[src/rtl/bcd_to_bin_seq.sv]
// Three-digit BCD to 10-bit binary via reverse double-dabble; result 10 cycles after accepted start, err/done 1 cycle after for bad digits.
// No backpressure: start is taken only in IDLE and ignored (not queued) while converting or reporting.
module bcd_to_bin_seq (
    input  logic       clk,
    input  logic       rst_n,
    input  logic       start,
    input  logic [3:0] hundreds,
    input  logic [3:0] tens,
    input  logic [3:0] ones,
    output logic [9:0] binary,
    output logic       busy,
    output logic       done,
    output logic       err
);
    typedef enum logic [1:0] {IDLE, CONV, DONE} state_t;

    state_t      r_state;
    logic [11:0] r_bcd;
    logic [9:0]  r_bin;
    logic [3:0]  r_cnt;

    logic [11:0] w_bcd_sh;
    logic [11:0] w_bcd_nx;
    logic [9:0]  w_bin_nx;
    logic        w_bad;

    // A nibble >= 8 after the right shift carried in a half-ten; pull it back by 3.
    function automatic logic [3:0] fix_nib(input logic [3:0] n);
        return (n >= 4'd8) ? n - 4'd3 : n;
    endfunction

    assign w_bcd_sh = {1'b0, r_bcd[11:1]};
    assign w_bcd_nx = {fix_nib(w_bcd_sh[11:8]), fix_nib(w_bcd_sh[7:4]), fix_nib(w_bcd_sh[3:0])};
    assign w_bin_nx = {r_bcd[0], r_bin[9:1]};
    assign w_bad    = (hundreds > 4'd9) || (tens > 4'd9) || (ones > 4'd9);

    always_ff @(posedge clk) begin
        if (!rst_n) begin
            r_state <= IDLE;
            r_bcd   <= '0;
            r_bin   <= '0;
            r_cnt   <= '0;
            binary  <= '0;
            busy    <= 1'b0;
            done    <= 1'b0;
            err     <= 1'b0;
        end else begin
            case (r_state)
                IDLE: begin
                    busy <= 1'b0;
                    done <= 1'b0;
                    if (start) begin
                        if (w_bad) begin
                            binary  <= '0;
                            err     <= 1'b1;
                            done    <= 1'b1;
                            r_state <= DONE;
                        end else begin
                            r_bcd   <= {hundreds, tens, ones};
                            r_bin   <= '0;
                            r_cnt   <= '0;
                            err     <= 1'b0;
                            busy    <= 1'b1;
                            r_state <= CONV;
                        end
                    end
                end
                CONV: begin
                    r_bcd <= w_bcd_nx;
                    r_bin <= w_bin_nx;
                    r_cnt <= r_cnt + 4'd1;
                    if (r_cnt == 4'd9) begin
                        binary  <= w_bin_nx;
                        busy    <= 1'b0;
                        done    <= 1'b1;
                        r_state <= DONE;
                    end
                end
                DONE: begin
                    done    <= 1'b0;
                    r_state <= IDLE;
                end
                default: r_state <= IDLE;
            endcase
        end
    end
endmodule
[config.mk]
export PLATFORM = sky130hd
export DESIGN_NAME = bcd_to_bin_seq
export DESIGN_NICKNAME = d
export VERILOG_FILES = /design/src/rtl/bcd_to_bin_seq.sv
export SDC_FILE = /design/constraint.sdc
export NUM_CORES = 1
export LEC_CHECK = 0
export ABC_AREA = 1
export BUFFER_PORTS_ARGS = -buffer_cell sky130_fd_sc_hd__buf_2
export CAP_MARGIN = 20
export CORE_MARGIN = 2
export CORE_UTILIZATION = 36
export CTS_BUF_LIST = sky130_fd_sc_hd__clkbuf_4 sky130_fd_sc_hd__clkbuf_8 sky130_fd_sc_hd__clkbuf_16
export DETAILED_ROUTE_END_ITERATION = 8
export HOLD_SLACK_MARGIN = 0.1
export SYNTH_ARGS = -nofsm -noshare
export SYNTH_HDL_FRONTEND = slang
export SYNTH_SLANG_ARGS = --single-unit
[constraint.sdc]
create_clock -name clk -period 1.6 [get_ports clk]
set_clock_uncertainty 0.2 [all_clocks]
set_input_delay 0.32 -clock clk [delete_from_list [all_inputs] [get_ports clk]]
set_output_delay 0.32 -clock clk [all_outputs]
set_load 0.03 [all_outputs]
==> summary.txt, run 1 <==
Run status
  – Status: finished, violations left
  – Violated checks: setup timing

Final layout
  – Layout cells sized above 1: 0.351
  – Util after Layout: 0.529
  – Final cell count without fillers: 439
  – Fin area: 2970 µm²
  – Fin nets: 391
  – Antenna cells: 0
  – Layout area overhead: 40.1%

Yosys
  – Asr flop ratio synth: 0
  – Adder-cell share of the synthesized area: 0.0532
  – Mapped Cells: 307
  – Synth warn: 0
  – Synth Area in Simple Gates: 0.318
  – Syn_nets: 331
  – Largest family of logic cells by synthesized area: simple AND/OR/NAND/NOR gates
  – Post-synthesis register bit count: 40
  – Post-synthesis compound-gate area fraction: 0.123
  – Synth Flop Type: dfxtp_1
  – Multiplexer share of the synthesized area: 0.0142
  – Distinct cells, synth: 31
  – Synth Area in XOR/XNOR: 0.00414
  – Number of synthesized flops with an enable pin: 0
  – Syn_area_per_cell: 6.90 µm²
  – Seq/Total Area, Yosys: 0.378
  – Synthesized cell area: 2120 µm²

Clock network
  – Clk_lat worst skew: 290 ps
  – Clock transition at path regs: 80 ps
  – Hold-fix buffers, CTS: 0
  – CTS buffer count: 5
  – H-tree Lvls: 2
  – Clock sink count: 40
  – Clock Tree Root: clkbuf_8
  – CTS tree: yes
  – Clock Path Buffers: 2

Critical path
  – Worst path slowest cell: dfxtp_4
  – Critical path arrival: 1620 ps
  – Crit path kind: flop to flop
  – RR Startpoint: r_state[0]
  – Worst-path maximum fanout: 4
  – Most used cell, CP: nor2_4
  – Cell family with most CP delay: flip-flops
  – End of the worst register-to-register path: r_state[1]
  – Critical Path RT: 1620 ps
  – Setup crit end kind: flop
  – Critical path cell sequence: inv_4 > ha_4 > inv_2 > nor2_4 > nor2_4 > buf_4 > o21ai_0 > a31oi_1
  – Reg-to-reg slack, setup: -6 ps
  – Worst r2r path cells: 8
  – Biggest cell delay along the critical path: 380 ps
  – Crit path buf inv count: 3
  – CP Launch Type: flop

Place
  – Pre-CTS setup slack: -145 ps
  – Hpwl dp: 3500 µm
  – GP Congestion: 0.802
  – Count of input and output buffers: 27
  – Area post-placement: 2520 µm²
  – Cell count after placement: 423

Drt
  – DR iter-0 viols: 146
  – Drt pass-1 iters: 4
  – Routed vias: 2190
  – WL final: 5560 µm
  – Final ANT Viol Nets: 0
  – Remaining DRCs: 0
  – Vias per cell: 4.99
  – Wire per inst: 12.7 µm

Worst hold path
  – Hold path depth: 3
  – HP Class: primary input to flop
  – HP Start: start
  – Worst Hold Path EP: done

Timing
  – Maximum achievable frequency: 623 MHz
  – Fin. max-slew vios: 0
  – Final Hold Violating Endpoints: 0
  – Setup violations, final: 1
  – Period utilization: 1.00
  – Post-layout min period: 1610 ps
  – Worst slew margin: 0.803
  – Final WS setup: -5.68 ps
  – Worst Tran Pin Value: 296 ps
  – RSZ-0062 raised after global routing: true

Pwr
  – Combinational Power Share: 0.645
  – Cell Pwr Density: 2090 nW/µm²
  – Peak supply drop: 0.795 mV
  – Net Sw Frac: 0.472
  – Clock power frac: 0.105
  – Leak Pwr: 1.33 nW
  – Tot Pwr: 0.00619 W
  – Internal power: 0.00326 W
  – Sequential share of power: 0.250
  – Sw Pwr: 0.00292 W

GRT
  – Gr usage total: 0.177
  – Overflow after GRT: 0
  – Antenna violations before repair: 0
  – Largest net degree at the start of global routing: 19
  – First-pass GRT wire length: 9050 µm
  – Vias in the first global route: 1987

Floorplanning
  – Starting density of the core: 0.378
  – Die Span Y: 80.7 µm
  – Core footprint: 5610 µm²
  – Die Wd: 80.7 µm
  – # rows: 27
  – I/O pin cnt: 28
  – Die ar.: 6510 µm²

Run
  – Max-cap violations: 0
-- cells in the mapped netlist, types with 2 or more instances --
master / count / area share
nand3_1: 20 / 0.047
dfxtp_1: 40 / 0.38
inv_1: 34 / 0.060
o21ai_1: 3 / 0.0071
mux2i_1: 3 / 0.014
a21oi_1: 30 / 0.071
ha_1: 9 / 0.053
a31oi_1: 2 / 0.0059
nand2_1: 81 / 0.14
buf_2: 2 / 0.0047
inv_2: 2 / 0.0035
nor2_1: 28 / 0.050
nor2_2: 2 / 0.0059
nand4_1: 13 / 0.038
buf_4: 8 / 0.028
clkbuf_1: 6 / 0.011
o31ai_1: 2 / 0.0071
o21ai_0: 9 / 0.021
-- sequential cells by signal, indices dropped and copies added (netlist names) --
signal,count
err,1
r_state,2
binary,10
done,1
r_bcd,12
r_bin,9
busy,1
r_cnt,4
-- cell type report --
type	instances	area (µm²)
Fill cell	555	2640
Multi-Input combinational cell	217	1330
Sequential cell	40	812
Timing Repair Buffer	66	503
Inverter	37	146
Tap cell	72	90.1
Clock buffer	5	68.8
Clock inverter	2	12.5
-- cell families (layout without fill, tap and decap cells) --
group,count (synthesis),in the layout
compound gates,49,49
mux,3,3
fa+ha+maj,9,9
buf+inv,53,110
flops,40,40
xor+xnor,1,1
simple gates,152,155
-- worst reg2reg max path: stages (launching register included) --
cell	delay, ps
dfxtp_4	380
inv_4	40
ha_4	170
inv_2	70
nor2_4	40
nor2_4	200
buf_4	170
o21ai_0	90
a31oi_1	170
-- worst max path at each step --
stage	slack [ps]	cells after the start	endpoint	from
final	-6	8	r_state[1]	r_state[0]
after global routing	-60	9	r_state[1]	r_cnt[1]
after CTS	-30	10	r_cnt[1]	r_state[1]
after detailed placement	-140	8	binary[7]	r_state[1]
after global placement	-100	8	binary[7]	r_state[1]
after floorplan	6	10	binary[3]	r_state[1]
-- power by group through the flow --
stage	clock network, W	logic [W]	registers, W
floorplan	0	0.00181	0.00182
global placement	0	0.00291	0.00151
detailed placement	0	0.00292	0.00152
CTS	0.000666	0.00334	0.00152
global route	0.000714	0.00439	0.00159
finish	0.000649	0.00399	0.00155
-- layout by cell type, fill, tap and decap left out, drive strengths merged --
cell and instances:
nand2 85, buf 65, dfxtp 40, inv 36, nor2 31, a21oi 30, nand3 22, nand4 14
o21ai 12, ha 9, clkbuf 6, mux2i 3, a31oi 2, clkinv 2, o31ai 2, xnor2 1
or2 1, a21boi 1, a22oi 1, nand3b 1, nor3 1, o21bai 1, clkinvlp 1
-- stage by stage --
stage	TNS (ps)	hold WS, ps
global placement	-1820	252
CTS	-94.8	144
detailed placement	-2860	257
finish	-5.68	163
floorplan	0	239
global route	-795	179
-- what timing repair did --
item	CTS	global route
gates cloned	1	3
pin swaps	6	27
endpoints found under the setup margin	35	37
gates resized for setup	19	56
setup buffers	3	5
-- routing by layer --
| layer | GRT usage | part of all wire | wire length [µm] |
|---|---|---|---|
| met4 | 0.0407 | 0.020 | 111 |
| met1 | 0.235 | 0.46 | 2540 |
| met3 | 0.0348 | 0.046 | 256 |
| met5 | 0 | 0 | 0 |
| met2 | 0.296 | 0.48 | 2650 |
Note: power is estimated with default switching activity, not from simulation.
==> inputs of run 2 (changes only) <==
- CORE_ASPECT_RATIO: unset -> 0.5
- REMOVE_ABC_BUFFERS: unset -> 1
- SKIP_LAST_GASP: unset -> 1
==> run 2 against run 1 <==
The run now ends clean. Global-route usage down 1.4 points. Non-clock buffer count down 1. Utilization down 0.92 points. Clock-buffer cell count up 2. Setup slack better by 15 ps. Critical path type unchanged. Largest power group unchanged.
==> summary.txt, run 2 (synthesis results as in run 1) <==
Timing
  – Maximum achievable frequency: 629 MHz
  – Period utilization: 0.994
  – Setup violations, final: 0
  – Worst Tran Pin Value: 264 ps
  – Fin. max-slew vios: 0
  – Worst slew margin: 0.822
  – Post-layout min period: 1590 ps
  – Final Hold Violating Endpoints: 0
  – Worst hold margin: 131 ps
  – RSZ-0062 raised after global routing: true

Place
  – Area post-placement: 2530 µm²
  – Cell count after placement: 425
  – Count of input and output buffers: 27
  – GP Congestion: 0.780
  – Hpwl dp: 3580 µm

Pwr
  – Combinational Power Share: 0.557
  – Sw Pwr: 0.00265 W
  – Sequential share of power: 0.249
  – Clock power frac: 0.194
  – Net Sw Frac: 0.423
  – Cell Pwr Density: 2160 nW/µm²
  – Internal power: 0.00362 W
  – Leak Pwr: 1.34 nW
  – Peak supply drop: 0.969 mV
  – Tot Pwr: 0.00628 W

Final layout
  – Top flop regs: r_bcd: 12 flops, binary: 10 flops, r_bin: 9 flops
  – Antenna cells: 0
  – Final cell count without fillers: 437
  – Fin nets: 387
  – Most common cell after layout, fill and taps aside: nand2_1
  – Top reg by flops: r_bcd
  – Layout area overhead: 37.2%
  – Fin area: 2900 µm²
  – Util after Layout: 0.520
  – Number of flip-flops in the largest register: 12
  – Commonest cells after routing, fill and taps aside: 76 x nand2_1, 34 x dfxtp_1, 30 x a21oi_1
  – Layout cells sized above 1: 0.299

Floorplanning
  – Die ar.: 6550 µm²
  – Die Span Y: 58.2 µm
  – Core footprint: 5590 µm²
  – I/O pin cnt: 28
  – Starting density of the core: 0.379
  – Die Wd: 112 µm
  – # rows: 19

Clock network
  – Clock transition at path regs: 60 ps
  – Clock sink count: 40
  – H-tree Lvls: 2
  – Clock Tree Root: clkbuf_16
  – CTS buffer count: 5
  – CTS tree: yes
  – Clk_lat worst skew: 280 ps
  – Clock Path Buffers: 2
  – Hold-fix buffers, CTS: 0

Drt
  – Routed vias: 2070
  – DR iter-0 viols: 99
  – Wire per inst: 11.9 µm
  – Remaining DRCs: 0
  – WL final: 5200 µm
  – Final ANT Viol Nets: 0
  – Vias per cell: 4.74
  – Drt pass-1 iters: 4

GRT
  – Largest net degree at the start of global routing: 16
  – Vias in the first global route: 1897
  – Antenna violations before repair: 0
  – Gr usage total: 0.163
  – Busiest layer in global routing: met2
  – Overflow after GRT: 0
  – Grt met2 use: 0.275
  – First-pass GRT wire length: 8520 µm
  – Met3 Usage GRT: 0.0377
  – Met1 usage in global routing: 0.209

Critical path
  – Critical path arrival: 1600 ps
  – Crit path buf inv count: 3
  – CP Launch Type: flop
  – Setup crit end kind: flop
  – RR Startpoint: r_state[0]
  – Worst path slowest cell: dfxtp_4
  – Worst r2r path cells: 8
  – Reg-to-reg slack, setup: 9 ps
  – Critical path depth: 8
  – Worst Setup EP: r_bcd[2]
  – Worst-path maximum fanout: 10
  – Crit. Startpoint: r_state[0]
  – Critical path cell sequence: inv_2 > ha_4 > inv_2 > nor2_4 > nor2_4 > buf_4 > nand3_1 > a21oi_1
  – Crit path kind: flop to flop
  – Cell family with most CP delay: flip-flops
  – Critical Path RT: 1610 ps
  – Biggest cell delay along the critical path: 380 ps
  – End of the worst register-to-register path: r_bcd[2]

Run status
  – Status: complete, no violations

Worst hold path
  – HP Class: primary input to flop

Run
  – Max-cap violations: 0
==> run 2: cell types whose count changed in the layout (fill, tap and decap cells not counted), sizes merged <==
| cell | delta |
|---|---|
| clkbuf | +2 |
| nand3 | -1 |
| clkinvlp | -1 |
| clkinv | -1 |
| buf | -1 |
| nand2 | -2 |
| bufinv | +1 |
==> run 2: stage by stage <==
stage | setup TNS (ps) | setup slack, ps
finish | 0 | 9.34
global route | -1220 | -72.1
CTS | -11.7 | -7.45
detailed placement | -3010 | -123
global placement | -1620 | -86.0
floorplan | -18710 | -576
==> run 2: cell type report <==
| class | instances | area [µm²] |
|---|---|---|
| Sequential cell | 40 | 811 |
| Clock inverter | 1 | 30.0 |
| Multi-Input combinational cell | 214 | 1200 |
| Clock buffer | 7 | 153 |
| Fill cell | 541 | 2680 |
| Inverter | 37 | 144 |
| Timing Repair Buffer | 65 | 479 |
| Tap cell | 73 | 91.3 |
==> run 2: metal layers <==
metal	vias to the layer above	wire length (µm)
met5	-	0
met4	0	60
met3	7	155
met2	27	2470
met1	938	2510
li1	1098	-
==> run 2: repair_timing <==
action | in CTS | in global routing
gates resized for setup | 12 | 32
setup buffers | 0 | 4
pin swaps | 1 | 16
endpoints found under the setup margin | 37 | 37
gates cloned | 0 | 2
==> run 2: tightest hold or removal path: cells and delay by family <==
| kind | cells | cell delay (ps) |
|---|---|---|
| simple gates | 1 | 70 |
| buf+inv | 1 | 100 |
| compound gates | 1 | 60 |
==> run 2: worst min path at each step <==
stage | to | slack [ps] | depth (start not counted) | from
2_1_floorplan | r_bcd[3] | 240 | 2 | rst_n
3_3_place_gp | r_bcd[10] | 250 | 2 | r_bcd[10]
3_5_place_dp | r_bcd[9] | 250 | 2 | r_bcd[9]
4_1_cts | r_bcd[11] | 130 | 3 | hundreds[3]
5_1_grt | r_bcd[11] | 140 | 3 | hundreds[3]
6_report | r_bcd[11] | 130 | 3 | hundreds[3]
==> run 2: power groups by stage <==
| stage | Sequential (W) | Combinational, W | Clock [W] |
|---|---|---|---|
| 6_report | 0.00156 | 0.00349 | 0.00122 |
| 3_5_place_dp | 0.00154 | 0.00300 | 0 |
| 2_1_floorplan | 0.00182 | 0.00154 | 0 |
| 3_3_place_gp | 0.00152 | 0.00295 | 0 |
| 5_1_grt | 0.00161 | 0.00387 | 0.00129 |
| 4_1_cts | 0.00153 | 0.00314 | 0.00124 |
==> inputs of run 3 (changes only) <==
- ABC_AREA: 1 -> unset
- GPL_TIMING_DRIVEN: unset -> 0
==> run 3 against run 2 <==
The run now ends with setup timing left. Power decreased by 59%. Clock-buffer cell count decreased by 1. Non-clock buffer count decreased by 1. Synthesized cell count decreased by 31%. Clock power decreased by 32%. Flip-flop and latch count unchanged. First-iteration DRC count increased by 27%. Sequential share of layout area increased by 1.3 points. Critical path type unchanged.
==> summary.txt, run 3 <==
Run status
  – Status: finished, violations left
  – Violated checks: setup timing

Timing
  – Worst slew margin: 0.682
  – RSZ-0062 raised after global routing: true
  – Final WS setup: -271 ps
  – Final Hold Violating Endpoints: 0
  – Setup TNS Final: -7260 ps
  – Maximum achievable frequency: 534 MHz
  – Fin. max-slew vios: 0
  – Setup violations, final: 39
  – Period utilization: 1.17
  – Worst Tran Pin Value: 477 ps
  – Post-layout min period: 1870 ps
  – Worst hold margin: 131 ps

Worst hold path
  – Hold path depth: 3
  – HP Start: start
  – Worst Hold Path EP: done
  – HP Class: primary input to flop

Pwr
  – Combinational Power Share: 0.262
  – Leak Pwr: 1.16 nW
  – Sequential share of power: 0.415
  – Sw Pwr: 0.000706 W
  – Internal power: 0.00187 W
  – Cell Pwr Density: 931 nW/µm²
  – Tot Pwr: 0.00257 W
  – Peak supply drop: 0.433 mV
  – Clock power frac: 0.323
  – Net Sw Frac: 0.274

Yosys
  – Most frequent cells after synthesis: 40 x dfxtp_1, 18 x nand2_1, 13 x mux2i_1, 13 x nand4_1, 12 x nand3_1
  – Synth top area share: 0.409
  – Mapped Cells: 213
  – Post-synthesis register bit count: 40
  – Synthesized cell area: 1960 µm²
  – Number of synthesized flops with an enable pin: 0
  – Synth top area cells: dfxtp_1 41%, mux2i_1 6.6%, ha_1 5.8%
  – Synth Flop Type: dfxtp_1
  – Distinct cells, synth: 40
  – Yosys top cell by area: dfxtp_1
  – Most common cell in the synthesized netlist: dfxtp_1
  – Syn_area_per_cell: 9.19 µm²
  – Synth warn: 0
  – Asr flop ratio synth: 0
  – Seq/Total Area, Yosys: 0.409

Critical path
  – Setup crit end kind: flop
  – Critical path cell sequence: inv_4 > ha_4 > and2_4 > nand4_1 > buf_6 > and3_4 > o31a_1
  – Worst r2r path cells: 7
  – Critical path arrival: 1860 ps
  – Reg-to-reg slack, setup: -270 ps
  – RR Startpoint: r_state[0]
  – Worst path slowest cell: dfxtp_4
  – Biggest cell delay along the critical path: 380 ps
  – CP Launch Type: flop
  – Crit path kind: flop to flop
  – End of the worst register-to-register path: r_cnt[3]
  – Critical Path RT: 1580 ps
  – Worst-path maximum fanout: 6

GRT
  – Vias in the first global route: 1733
  – Overflow after GRT: 0
  – Antenna violations before repair: 0
  – First-pass GRT wire length: 8630 µm
  – Gr usage total: 0.182
  – Largest net degree at the start of global routing: 46

Floorplanning
  – Die ar.: 6080 µm²
  – I/O pin cnt: 28
  – Core footprint: 5090 µm²
  – # rows: 18
  – Starting density of the core: 0.385
  – Die Span Y: 56.2 µm
  – Die Wd: 108 µm

Clock network
  – CTS tree: yes
  – Clk_lat worst skew: 300 ps
  – Hold-fix buffers, CTS: 0
  – CTS buffer count: 5
  – Clock Path Buffers: 2
  – H-tree Lvls: 2
  – Clock Tree Root: clkbuf_8
  – Clock transition at path regs: 80 ps
  – Clock sink count: 40

Place
  – Hpwl dp: 2710 µm
  – Count of input and output buffers: 27
  – GP Congestion: 0.738

Final layout
  – Fillers: 443
  – Commonest cells after routing, fill and taps aside: 37 x dfxtp_1, 26 x buf_2, 24 x buf_4
  – Antenna cells: 0
  – Layout cells sized above 1: 0.414
  – Top reg by flops: r_bcd
  – Layout area overhead: 41.2%
  – Top flop regs: r_bcd: 12 flops, binary: 10 flops, r_bin: 9 flops
  – Number of flip-flops in the largest register: 12
  – Most common cell after layout, fill and taps aside: dfxtp_1
  – Fin nets: 296

Drt
  – Drt pass-1 iters: 4
  – DR iter-0 viols: 126
  – WL final: 5420 µm
  – Remaining DRCs: 0
  – Wire per inst: 15.8 µm
  – Final ANT Viol Nets: 0
  – Vias per cell: 5.38
  – Routed vias: 1847

Run
  – Max-cap violations: 0
## run 3: how the worst max path moves through the flow
stage               start       end  slack (ps)  cells after the start
2_1_floorplan  r_state[1]  r_bcd[3]       -1220                      5
3_3_place_gp   r_state[1]  r_bcd[7]       -2110                      5
3_5_place_dp   r_state[1]  r_bcd[3]       -1600                      6
4_1_cts        r_state[1]  r_cnt[3]        -220                      7
5_1_grt        r_state[0]  r_cnt[3]        -320                      7
6_report       r_state[0]  r_cnt[3]        -270                      7
## run 3: per-layer routing
| layer | vias up | wire length, µm | track usage |
|---|---|---|---|
| met2 | 40 | 2520 | 0.296 |
| met3 | 6 | 232 | 0.0539 |
| li1 | 898 | - | - |
| met1 | 903 | 2600 | 0.237 |
| met5 | - | 0 | 0 |
| met4 | 0 | 67 | 0.0440 |
## run 3: logic make-up after synthesis
logic type      after synthesis  share of synthesized area
simple gates                 68                      0.177
compound gates               50                      0.192
flops                        40                      0.409
buf+inv                      26                     0.0633
mux                          16                     0.0837
fa+ha+maj                     9                     0.0575
xor+xnor                      4                     0.0179
## run 3: worst max-delay path: cells and delay by family (launching register included)
kind                     cells  cell delay, ps
AND/OR/NAND/NOR              3             500
flip-flops                   1             380
buffers and inverters        2             270
AO/OA/AOI/OAI                1             260
adder cells (fa/ha/maj)      1             150
## run 3: cell type report
type,instances,area (µm²),area share
clock inverters,2,35.0,0.0127
clock buffers,6,76.3,0.0276
repair buffers,64,514,0.186
inverters,10,47.5,0.0172
well taps,70,87.6,0.0317
multi-input cells,151,1200,0.433
flip-flops and latches,40,807,0.292
## run 3: power by group through the flow
stage	Sequential, W	Clock, W	Combinational [W]
after detailed placement	0.00108	0	0.000350
after CTS	0.00106	0.000848	0.000611
after floorplan	0.00110	0	0.000218
after global routing	0.00107	0.000901	0.000718
after global placement	0.00108	0	0.000333
final	0.00107	0.000832	0.000673
## run 3: what timing repair did
action	4_1_cts	5_1_grt
gates cloned	5	0
pin swaps	21	9
endpoints found under the setup margin	40	40
gates resized for setup	44	15
buffers inserted	32	4
## run 3: per-stage QoR
stage / util / instances / area [µm²] / setup slack, ps
after global routing: 0.543 / 343 / 2770 / -319
after detailed placement: 0.417 / 295 / 2120 / -1600
final: 0.543 / 343 / 2770 / -271
after global placement: 0.412 / 294 / 2090 / -2110
after CTS: 0.528 / 340 / 2690 / -215
after floorplan: - / 197 / 1870 / -1220
